<file path="config.mk">
export PLATFORM = sky130hd
export DESIGN_NAME = display_scan_ctrl
export DESIGN_NICKNAME = d
export VERILOG_FILES = /design/src/rtl/display_pkg.sv /design/src/rtl/slot_timer.sv /design/src/rtl/display_scan_ctrl.sv
export SDC_FILE = /design/constraint.sdc
export NUM_CORES = 1
export LEC_CHECK = 0
export ABC_AREA = 1
export CAP_MARGIN = 10
export CORE_MARGIN = 2
export CORE_UTILIZATION = 55
export DETAILED_ROUTE_END_ITERATION = 10
export GPL_TIMING_DRIVEN = 0
export PLACE_DENSITY = 0.76
export SLEW_MARGIN = 20
export SYNTH_ARGS = -nofsm -noshare
export SYNTH_HDL_FRONTEND = slang
export SYNTH_SLANG_ARGS = --single-unit
</file>
<file path="constraint.sdc">
create_clock -name clk -period 2.73 [get_ports clk]
set_clock_uncertainty 0.15 [all_clocks]
set_input_delay 0.546 -clock clk [delete_from_list [all_inputs] [get_ports clk]]
set_output_delay 0.546 -clock clk [all_outputs]
set_load 0.02 [all_outputs]
</file>
<file path="src/rtl/display_pkg.sv">
// Shared types and helpers for the 3-digit, 7-segment multiplexed display scanner.
package display_pkg;

  localparam int unsigned NUM_DIGITS = 3;
  localparam int unsigned NUM_SEGS   = 7;
  localparam int unsigned DIG_W      = 2;
  localparam int unsigned PAT_W      = NUM_SEGS * NUM_DIGITS;

  typedef enum logic [1:0] {
    ST_IDLE  = 2'd0,
    ST_BLANK = 2'd1,
    ST_SLOT  = 2'd2
  } scan_state_e;

  typedef logic [DIG_W-1:0] digit_t;

  // Pattern layout: [segment][digit], segment A in the low field, bit d lights digit d.
  typedef logic [NUM_SEGS-1:0][NUM_DIGITS-1:0] pattern_t;

  function automatic pattern_t rotate_left(input pattern_t p);
    pattern_t r;
    for (int s = 0; s < NUM_SEGS; s++) begin
      r[s] = {p[s][NUM_DIGITS-2:0], p[s][NUM_DIGITS-1]};
    end
    return r;
  endfunction

  function automatic logic [NUM_SEGS-1:0] segs_for_digit(input pattern_t p, input digit_t d);
    logic [NUM_SEGS-1:0] r;
    r = '0;
    for (int s = 0; s < NUM_SEGS; s++) begin
      r[s] = p[s][d];
    end
    return r;
  endfunction

endpackage

</file>
<file path="src/rtl/slot_timer.sv">
// Loadable down-counter; flags register "count is 0" and "count is 1" for the following cycle.
module slot_timer #(
  parameter int unsigned W = 4
) (
  input  logic         clk,
  input  logic         rst_n,
  input  logic         load_i,
  input  logic [W-1:0] load_val_i,
  output logic         tc_o,
  output logic         near_tc_o
);

  logic [W-1:0] cnt_q, cnt_d;
  logic         tc_q, near_q;

  always_comb begin
    cnt_d = cnt_q;
    if (load_i) begin
      cnt_d = load_val_i;
    end else if (cnt_q != '0) begin
      cnt_d = cnt_q - W'(1);
    end
  end

  always_ff @(posedge clk or negedge rst_n) begin
    if (!rst_n) begin
      cnt_q  <= '0;
      tc_q   <= 1'b1;
      near_q <= 1'b0;
    end else begin
      cnt_q  <= cnt_d;
      tc_q   <= (cnt_d == '0);
      near_q <= (cnt_d == W'(1));
    end
  end

  assign tc_o      = tc_q;
  assign near_tc_o = near_q;

endmodule

</file>
<file path="src/rtl/display_scan_ctrl.sv">
// Multiplexed 3-digit display scanner with blanking gaps, double-buffered pattern load
// applied only at frame boundaries, and optional periodic pattern rotation.
module display_scan_ctrl
  import display_pkg::*;
#(
  parameter int unsigned CLK_DIV   = 50000,
  parameter int unsigned BLANK_CYC = 16,
  parameter int unsigned ROT_SCANS = 100
) (
  input  logic                  clk,
  input  logic                  rst_n,
  input  logic                  enable,
  input  logic                  load_valid,
  output logic                  load_ready,
  input  logic [PAT_W-1:0]      load_data,
  input  logic                  rot_en,
  output logic [NUM_SEGS-1:0]   oSeg,
  output logic [NUM_DIGITS-1:0] oDig,
  output logic                  frame_done
);

  localparam int unsigned TMAX = (CLK_DIV > BLANK_CYC) ? CLK_DIV : BLANK_CYC;
  localparam int unsigned TW   = (TMAX > 1) ? $clog2(TMAX) : 1;
  localparam int unsigned RW   = (ROT_SCANS > 1) ? $clog2(ROT_SCANS) : 1;
  localparam digit_t LAST_DIGIT = DIG_W'(NUM_DIGITS - 1);

  scan_state_e           state_q, state_d;
  digit_t                digit_q, digit_d;
  pattern_t              active_q, active_d;
  pattern_t              pending_q, pending_d;
  logic                  pending_full_q, pending_full_d;
  logic [RW-1:0]         rot_cnt_q, rot_cnt_d;
  logic [NUM_SEGS-1:0]   seg_q, seg_d;
  logic [NUM_DIGITS-1:0] dig_q, dig_d;
  logic                  frame_done_q, frame_done_d;
  logic                  load_ready_q, load_ready_d;

  logic                  tmr_load_c;
  logic [TW-1:0]         tmr_val_c;
  logic                  tmr_tc, tmr_near;
  logic                  accept_c, xfer_c, rot_wrap_c;

  slot_timer #(.W(TW)) u_timer (
    .clk        (clk),
    .rst_n      (rst_n),
    .load_i     (tmr_load_c),
    .load_val_i (tmr_val_c),
    .tc_o       (tmr_tc),
    .near_tc_o  (tmr_near)
  );

  // Scan sequencing: IDLE -> BLANK -> SLOT -> BLANK ... with the digit advancing per slot.
  always_comb begin
    state_d    = state_q;
    digit_d    = digit_q;
    tmr_load_c = 1'b0;
    tmr_val_c  = '0;
    if (!enable) begin
      state_d    = ST_IDLE;
      digit_d    = '0;
      tmr_load_c = 1'b1;
    end else begin
      case (state_q)
        ST_IDLE: begin
          state_d    = ST_BLANK;
          tmr_load_c = 1'b1;
          tmr_val_c  = TW'(BLANK_CYC - 1);
        end
        ST_BLANK: begin
          if (tmr_tc) begin
            state_d    = ST_SLOT;
            tmr_load_c = 1'b1;
            tmr_val_c  = TW'(CLK_DIV - 1);
          end
        end
        ST_SLOT: begin
          if (tmr_tc) begin
            state_d    = ST_BLANK;
            digit_d    = (digit_q == LAST_DIGIT) ? '0 : digit_q + DIG_W'(1);
            tmr_load_c = 1'b1;
            tmr_val_c  = TW'(BLANK_CYC - 1);
          end
        end
        default: state_d = ST_IDLE;
      endcase
    end
    // Raised one cycle early so the registered pulse lands on the final digit-2 slot cycle.
    frame_done_d = enable && (state_q == ST_SLOT) && (digit_q == LAST_DIGIT) && tmr_near;
  end

  // Pattern buffering, rotation, and registered display outputs.
  always_comb begin
    pending_d      = pending_q;
    pending_full_d = pending_full_q;
    active_d       = active_q;
    rot_cnt_d      = rot_cnt_q;
    accept_c       = load_valid && load_ready_q;
    xfer_c         = pending_full_q && (frame_done_q || (state_q == ST_IDLE));
    rot_wrap_c     = (rot_cnt_q == RW'(ROT_SCANS - 1));

    if (xfer_c) begin
      active_d       = pending_q;
      pending_full_d = 1'b0;
    end
    if (accept_c) begin
      pending_d      = pattern_t'(load_data);
      pending_full_d = 1'b1;
    end

    if (!rot_en) begin
      rot_cnt_d = '0;
    end else if (frame_done_q) begin
      if (xfer_c || rot_wrap_c) begin
        rot_cnt_d = '0;
      end else begin
        rot_cnt_d = rot_cnt_q + RW'(1);
      end
      if (!xfer_c && rot_wrap_c) begin
        active_d = rotate_left(active_q);
      end
    end

    load_ready_d = !pending_full_d;
    dig_d        = '1;
    seg_d        = '0;
    if (state_d == ST_SLOT) begin
      dig_d = ~(NUM_DIGITS'(1) << digit_d);
      seg_d = segs_for_digit(active_d, digit_d);
    end
  end

  always_ff @(posedge clk or negedge rst_n) begin
    if (!rst_n) begin
      state_q        <= ST_IDLE;
      digit_q        <= '0;
      active_q       <= '0;
      pending_q      <= '0;
      pending_full_q <= 1'b0;
      rot_cnt_q      <= '0;
      seg_q          <= '0;
      dig_q          <= '1;
      frame_done_q   <= 1'b0;
      load_ready_q   <= 1'b1;
    end else begin
      state_q        <= state_d;
      digit_q        <= digit_d;
      active_q       <= active_d;
      pending_q      <= pending_d;
      pending_full_q <= pending_full_d;
      rot_cnt_q      <= rot_cnt_d;
      seg_q          <= seg_d;
      dig_q          <= dig_d;
      frame_done_q   <= frame_done_d;
      load_ready_q   <= load_ready_d;
    end
  end

  assign oSeg       = seg_q;
  assign oDig       = dig_q;
  assign frame_done = frame_done_q;
  assign load_ready = load_ready_q;

endmodule

</file>
* Yosys cells after proc, flatten, opt, wreduce, memory -nomap -nowiden
Cells that the tools add are included.
** Storage, ports and cells
- ROM bits :: 0
- Register bits :: 84
- Latch bits :: 0
- Memories :: 0
- Output and inout bits :: 12
- RAM bits :: 0
- Word-level logic and storage cells :: 94
- Input bits :: 26
** Operators by class
- Reduce and logical (&&, ||, !) cells :: 14
- Div/mod/pow operators :: 0
- $add $sub $neg :: 3
- Mux-type cells :: 42
- Shifts and indexed selects :: 1
- Multiply operators :: 0
- Eq/ne operators :: 7
- Bitwise logic cells :: 1
- Magnitude comparators :: 1
** Operator list (number)
- 21-bit 2-to-1 mux :: 4
- 16-bit 2-to-1 mux :: 4
- 16-bit case mux with 3 select lines :: 1
- 7-bit 2-to-1 mux :: 4
- 16-bit by 1-bit == test with 1-bit output (second input constant) :: 1
- 16-bit zero test :: 1
- 16-bit nonzero test :: 1
- 16-bit by 1-bit subtractor with 16-bit output (second input constant) :: 1
- 1-bit binary-select mux with 2-bit select :: 7
- 2-bit 2-to-1 mux :: 7
- 1-bit 2-to-1 mux :: 11
- 7-bit by 1-bit adder with 7-bit output (second input constant) :: 1
- 7-bit == test (second input constant) :: 1
- 2-bit == test (second input constant) :: 3
- 1-bit logical AND :: 6
- 2-bit case mux with 3 select lines :: 1
- 4-bit 2-to-1 mux :: 1
- 2-bit by 3-bit < comparator with 1-bit output (second input constant) :: 1
- 3-bit 2-to-1 mux :: 1
- 3-bit inverter :: 1
- 1-bit by 2-bit << shifter with 3-bit output (first input constant) :: 1
- 2-bit by 1-bit adder with 2-bit output (second input constant) :: 1
- 2-bit by 1-bit == test with 1-bit output (second input constant) :: 1
- 1-bit zero test :: 2
- other kinds (5) :: 6

* Depth between registers and ports, before layout
- Word-level depth :: 11
- Depth in mapped cells :: 13
- Mapped depth without buffers :: 13

* By module
Synthesis repeated with hierarchy kept, for this count alone.
** Second synthesis, totals
- Cells, all modules :: 623
- Area total of the unflattened synthesis :: 4769.6 µm²
** Modules (own cells, without submodules)
- display_scan_ctrl :: cells an instance 413, instances 1, area each 3407.0 µm², seq. area each 1656.6 µm²
- slot_timer :: cells an instance 210, instances 1, area each 1362.6 µm², seq. area each 451.7 µm²

* Worst setup path after synthesis
OpenSTA, ideal clock, no wires.
- Path type :: register to register
- Start point :: register state_q[1]
- End point :: register seg_q[4] (netlist: oSeg[4])
- Library setup time :: 114 ps
- Data arrival time :: 1559 ps
- Path slack :: 906 ps
- Data required time :: 2466 ps
- Stages on the path, launching flop included :: 14
- Clock period less this slack :: 1824 ps
- Buffers on the path :: 1
- Cell sequence :: dfrtp_1 > inv_1 > ha_1 > inv_1 > nand2_1 > nand2_1 > buf_4 > or2_2 > o21ai_0 > a21oi_2 > nand2_1 > nand2_1 > inv_1 > nor2_1
** RTL lines
- start: declaration :: line display_scan_ctrl.sv:27 : scan_state_e state_q, state_d;
- start signal: assignment :: line display_scan_ctrl.sv:145 : state_q <= state_d;
- end signal: assignment :: line display_scan_ctrl.sv:151 : seg_q <= seg_d;
- end: declaration :: line display_scan_ctrl.sv:33 : logic [NUM_SEGS-1:0] seg_q, seg_d;

* Final worst setup path
- Start point :: register state_q[1]
- End point :: register seg_q[6] (netlist: oSeg[6])
** Between the ends
- Longest elaborated chain between the ends :: 11
- Elaborated cells between the ends (all ways) :: 21
- Those cells by class :: eq/ne (3); mux (13); reduce/logical (5)
** RTL lines
- 2-bit zero test :: line display_scan_ctrl.sv:63, display_scan_ctrl.sv:98
- 1-bit logical OR :: line display_scan_ctrl.sv:98 : xfer_c = pending_full_q && (frame_done_q || (state_q == ST_IDLE));
- 1-bit logical AND :: line display_scan_ctrl.sv:98
- 1-bit zero test :: line display_scan_ctrl.sv:118 : if (!xfer_c && rot_wrap_c) begin
- 1-bit logical AND :: line display_scan_ctrl.sv:118
- 21-bit 2-to-1 mux :: line display_scan_ctrl.sv:118
- 21-bit 2-to-1 mux :: line display_scan_ctrl.sv:112 : end else if (frame_done_q) begin
- 21-bit 2-to-1 mux :: line display_scan_ctrl.sv:110 : if (!rot_en) begin
- 1-bit binary-select mux with 2-bit select :: line display_pkg.sv:32 : r[s] = p[s][d];
- 1-bit 2-to-1 mux (implied by the code) :: line display_pkg.sv:32
- 7-bit 2-to-1 mux (*) :: line display_scan_ctrl.sv:126 : if (state_d == ST_SLOT) begin
- named net seg_d[6] :: line display_scan_ctrl.sv:33
The timed path passes the listed nets; every way through them passes the cells marked *. The select of a mux whose other input is x is not followed.
A chain may end at the register's enable or synchronous reset.

==> impl_metrics.sql <==
INSERT INTO impl_metrics (metric_group, metric, value, unit) VALUES
('run_status', 'run_status', 'completed', ''),
('placed_design', 'placement.io_buffers', '37', ''),
('clock_tree', 'post_cts_setup_repair_buffer_count', '0', ''),
('timing', 'max_slew_margin', '63.8', '%'),
('synth', 'postSynthNetCount', '542', ''),
('clock_tree', 'total_clock_buffers_created_by_cts', '9', ''),
('cells_and_area', 'final_nets', '591', ''),
('synth', 'synth_seq_area_share', '49.4', '%'),
('critical_path', 'critPathSlowestCell', 'sky130_fd_sc_hd__dfrtp_1', ''),
('timing', 'tightestPinTransition', '0.543', 'ns'),
('route', 'antenna_violating_nets_post_route', '0', ''),
('synth', 'synth_warnings', '0', ''),
('cells_and_area', 'area.sequential', '2110', 'µm²'),
('pwr', 'vdd_drop_max', '0.000484', 'V'),
('cells_and_area', 'share_of_final_layout_standard_cells_stronger_than_drive_strength_1', '15.3', '%'),
('floorplanning', 'dieWidth', '92.1', 'µm'),
('placed_design', 'place_congestion', '0.899', ''),
('critical_path', 'timing.critical_path.buf_inv', '4', ''),
('pwr', 'netSwitchingFraction', '40.9', '%'),
('route', 'drt_wl_total', '9.00', 'mm'),
('floorplanning', 'core_area', '7610', 'µm²'),
('route', 'initialDrtViolationCount', '182', ''),
('timing', 'min_period', '2.17', 'ns'),
('global_route', 'wire_length_of_the_first_global_routing_pass', '15.2', 'mm'),
('global_route', 'global_route.overflow_total', '0', ''),
('global_route', 'grt_max_degree', '47', ''),
('timing', 'grt_setup_unrepaired', 'no', ''),
('synth', 'share_of_yosys_cell_area_claimed_by_the_top_area_cell_type', '46.3', '%'),
('synth', 'ys_async_sr_fraction', '100', '%'),
('synth', 'count_of_flip_flops_with_a_built_in_enable_after_synthesis', '0', ''),
('cells_and_area', 'post_layout_nonfiller_instances', '665', ''),
('pwr', 'cellInternalPower', '2.89', 'mW'),
('timing', 'report.final.slew_viol_count', '0', ''),
('synth', 'ys_ff_latch', '84', ''),
('synth', 'post_synth_instance_area', '4270', 'µm²'),
('critical_path', 'required_worst_endpoint', '2.84', 'ns'),
('critical_path', 'cp_cell_sequence', 'inv_1 -> ha_1 -> inv_1 -> nand2_1 -> nand2_1 -> buf_4 -> buf_4 -> nor2_1 -> o21ai_0 -> o21ai_1 -> nand2_1 -> nand3_1 -> nor2_1', ''),
('critical_path', 'timing.setup.critical_path_class', 'reg2reg', ''),
('critical_path', 'critical_path.startpoint_type', 'flop', ''),
('clock_tree', 'hold_buffers', '0', ''),
('timing', 'final_hold_viol_count', '0', ''),
('route', 'drt_pass1_iterations', '4', ''),
('route', 'route.vias.total', '3460', ''),
('route', 'post_drt_wl_per_cell', '13.5', 'µm'),
('clock_tree', 'clockBufferDepth', '2', ''),
('hold_path', 'hold_path.class', 'in2async', ''),
('clock_tree', 'root_buffer', 'sky130_fd_sc_hd__clkbuf_8', ''),
('clock_tree', 'cts_num_sinks', '84', ''),
('synth', 'synth_ff_type', 'sky130_fd_sc_hd__dfrtp_1', ''),
('critical_path', 'arrival', '2.28', 'ns'),
('cells_and_area', 'layout.cells.most_common_list', 'sky130_fd_sc_hd__nand2_1 (105), sky130_fd_sc_hd__dfrtp_1 (79), sky130_fd_sc_hd__nor2_1 (71), sky130_fd_sc_hd__inv_1 (55), sky130_fd_sc_hd__nand3_1 (46)', ''),
('cells_and_area', 'layout-area-overhead-vs-synth', '16.7', '%'),
('pwr', 'total_power_density_per_cell_area', '983', 'nW/µm²'),
('timing', 'setup_tns', '0', 'ns'),
('critical_path', 'timing.critical_path.mode_cell', 'sky130_fd_sc_hd__nand2_1', ''),
('synth', 'top_cells_by_area_synth', 'sky130_fd_sc_hd__dfrtp_1 (46%), sky130_fd_sc_hd__nand2_1 (9.2%), sky130_fd_sc_hd__nor2_1 (6.2%)', ''),
('floorplanning', 'initial_core_util', '56.1', '%'),
('placed_design', 'pre_cts_slack', '0.299', 'ns'),
('synth', 'syn_avg_cell_area', '8.38', 'µm²'),
('pwr', 'p_leak', '2.51', 'nW'),
('floorplanning', 'ios', '38', ''),
('timing', 'fmaxAchievable', '460', 'MHz'),
('global_route', 'grt_antenna_before_repair', '0', ''),
('placed_design', 'post_place_cells', '649', ''),
('clock_tree', 'htree_num_levels', '3', ''),
('route', 'detail_route.drc_violations', '0', ''),
('pwr', 'share_of_total_power_in_the_clock_network', '16.9', '%'),
('placed_design', 'detailedPlacementHpwl', '6.75', 'mm'),
('global_route', 'globalRouteTotalUtil', '22.7', '%'),
('cells_and_area', 'count_of_antenna_diodes_in_the_layout', '0', ''),
('timing', 'final.hold.worst_slack', '0.0151', 'ns');
[cells by family (layout without fill, tap and decap cells)]
family                     after synthesis  count (layout)  synth area share, %
AOI/OAI and AO/OA                       54              54                 7.15
xor gates and xnor gates                 7               7                 1.44
adders and majority gates                7               7                 2.05
buffers and inverters                   77             131                 7.62
DFF                                     84              84                 49.4
muxes                                   22              22                 5.78
and+or+nand+nor                        258             258                 26.6
[path summary, 6_finish.rpt]
kind	start	endpoint	slack (ns)	cells after the start
setup / recovery	state_q[1]	oSeg[6]	0.56	13
hold / removal	rst_n	oSeg[3]	0.02	1
setup reg to reg	state_q[1]	oSeg[6]	0.56	13
hold reg to reg	rot_cnt_q[0]	rot_cnt_q[0]	0.36	1
max in group asynchronous	rst_n	u_timer.tc_o	1.77	2
min in group clk	rot_cnt_q[0]	rot_cnt_q[0]	0.36	1
[layer usage]
metal	wire length (µm)	vias up	global-route usage (%)	share of wire [%]
met1	3930	1673	28.1	44
met2	4660	51	39.5	52
met3	257	15	3.29	2.9
met4	148	0	9.83	1.6
li1	-	1721	-	-
met5	0	-	0	0
[synth_stat cells, types with 6 or more instances]
cell	number
sky130_fd_sc_hd__o21ai_1	17
sky130_fd_sc_hd__inv_1	55
sky130_fd_sc_hd__ha_1	7
sky130_fd_sc_hd__nand3_1	46
sky130_fd_sc_hd__mux2_2	21
sky130_fd_sc_hd__nand2_1	105
sky130_fd_sc_hd__nand4_1	7
sky130_fd_sc_hd__o21ai_0	24
sky130_fd_sc_hd__inv_2	7
sky130_fd_sc_hd__nor2_2	6
sky130_fd_sc_hd__dfrtp_1	79
sky130_fd_sc_hd__buf_2	8
sky130_fd_sc_hd__nor2_1	71
[power groups by stage]
| stage | combinational, mW | clock [mW] | sequential [mW] |
|---|---|---|---|
| finish | 2.18 | 0.824 | 1.89 |
| global route | 2.50 | 0.888 | 1.94 |
| CTS | 2.18 | 0.842 | 1.89 |
| detailed placement | 2.16 | 0 | 1.91 |
| global placement | 2.10 | 0 | 1.90 |
| floorplan | 1.68 | 0 | 1.85 |
[layout make-up]
cell class	count	share of cell area (%)
inverter	62	4.67
sequential	84	42.3
clock inverter	4	0.452
timing repair buffer	38	7.94
tap	102	2.56
multi-input combinational	348	36.8
buffer	15	1.86
clock buffer	12	3.32
[sequential cells by signal, indices dropped and copies added, names as in the netlist]
name / flops
frame_done: 1
oDig: 3
u_timer.cnt_q: 16
load_ready: 1
u_timer.tc_o: 1
digit_q: 2
pending_full_q: 1
state_q: 2
rot_cnt_q: 7
oSeg: 7
u_timer.near_tc_o: 1
pending_q: 21
active_q: 21
[per-stage QoR]
| step | util [%] | cell area (µm²) |
|---|---|---|
| final | 65.4 | 4980 |
| after global routing | 65.4 | 4980 |
| after CTS | 65.4 | 4980 |
| after detailed placement | 63.0 | 4790 |
| after global placement | 62.6 | 4770 |
| after floorplan | - | 4270 |
Power figures use the tool's default switching activity.
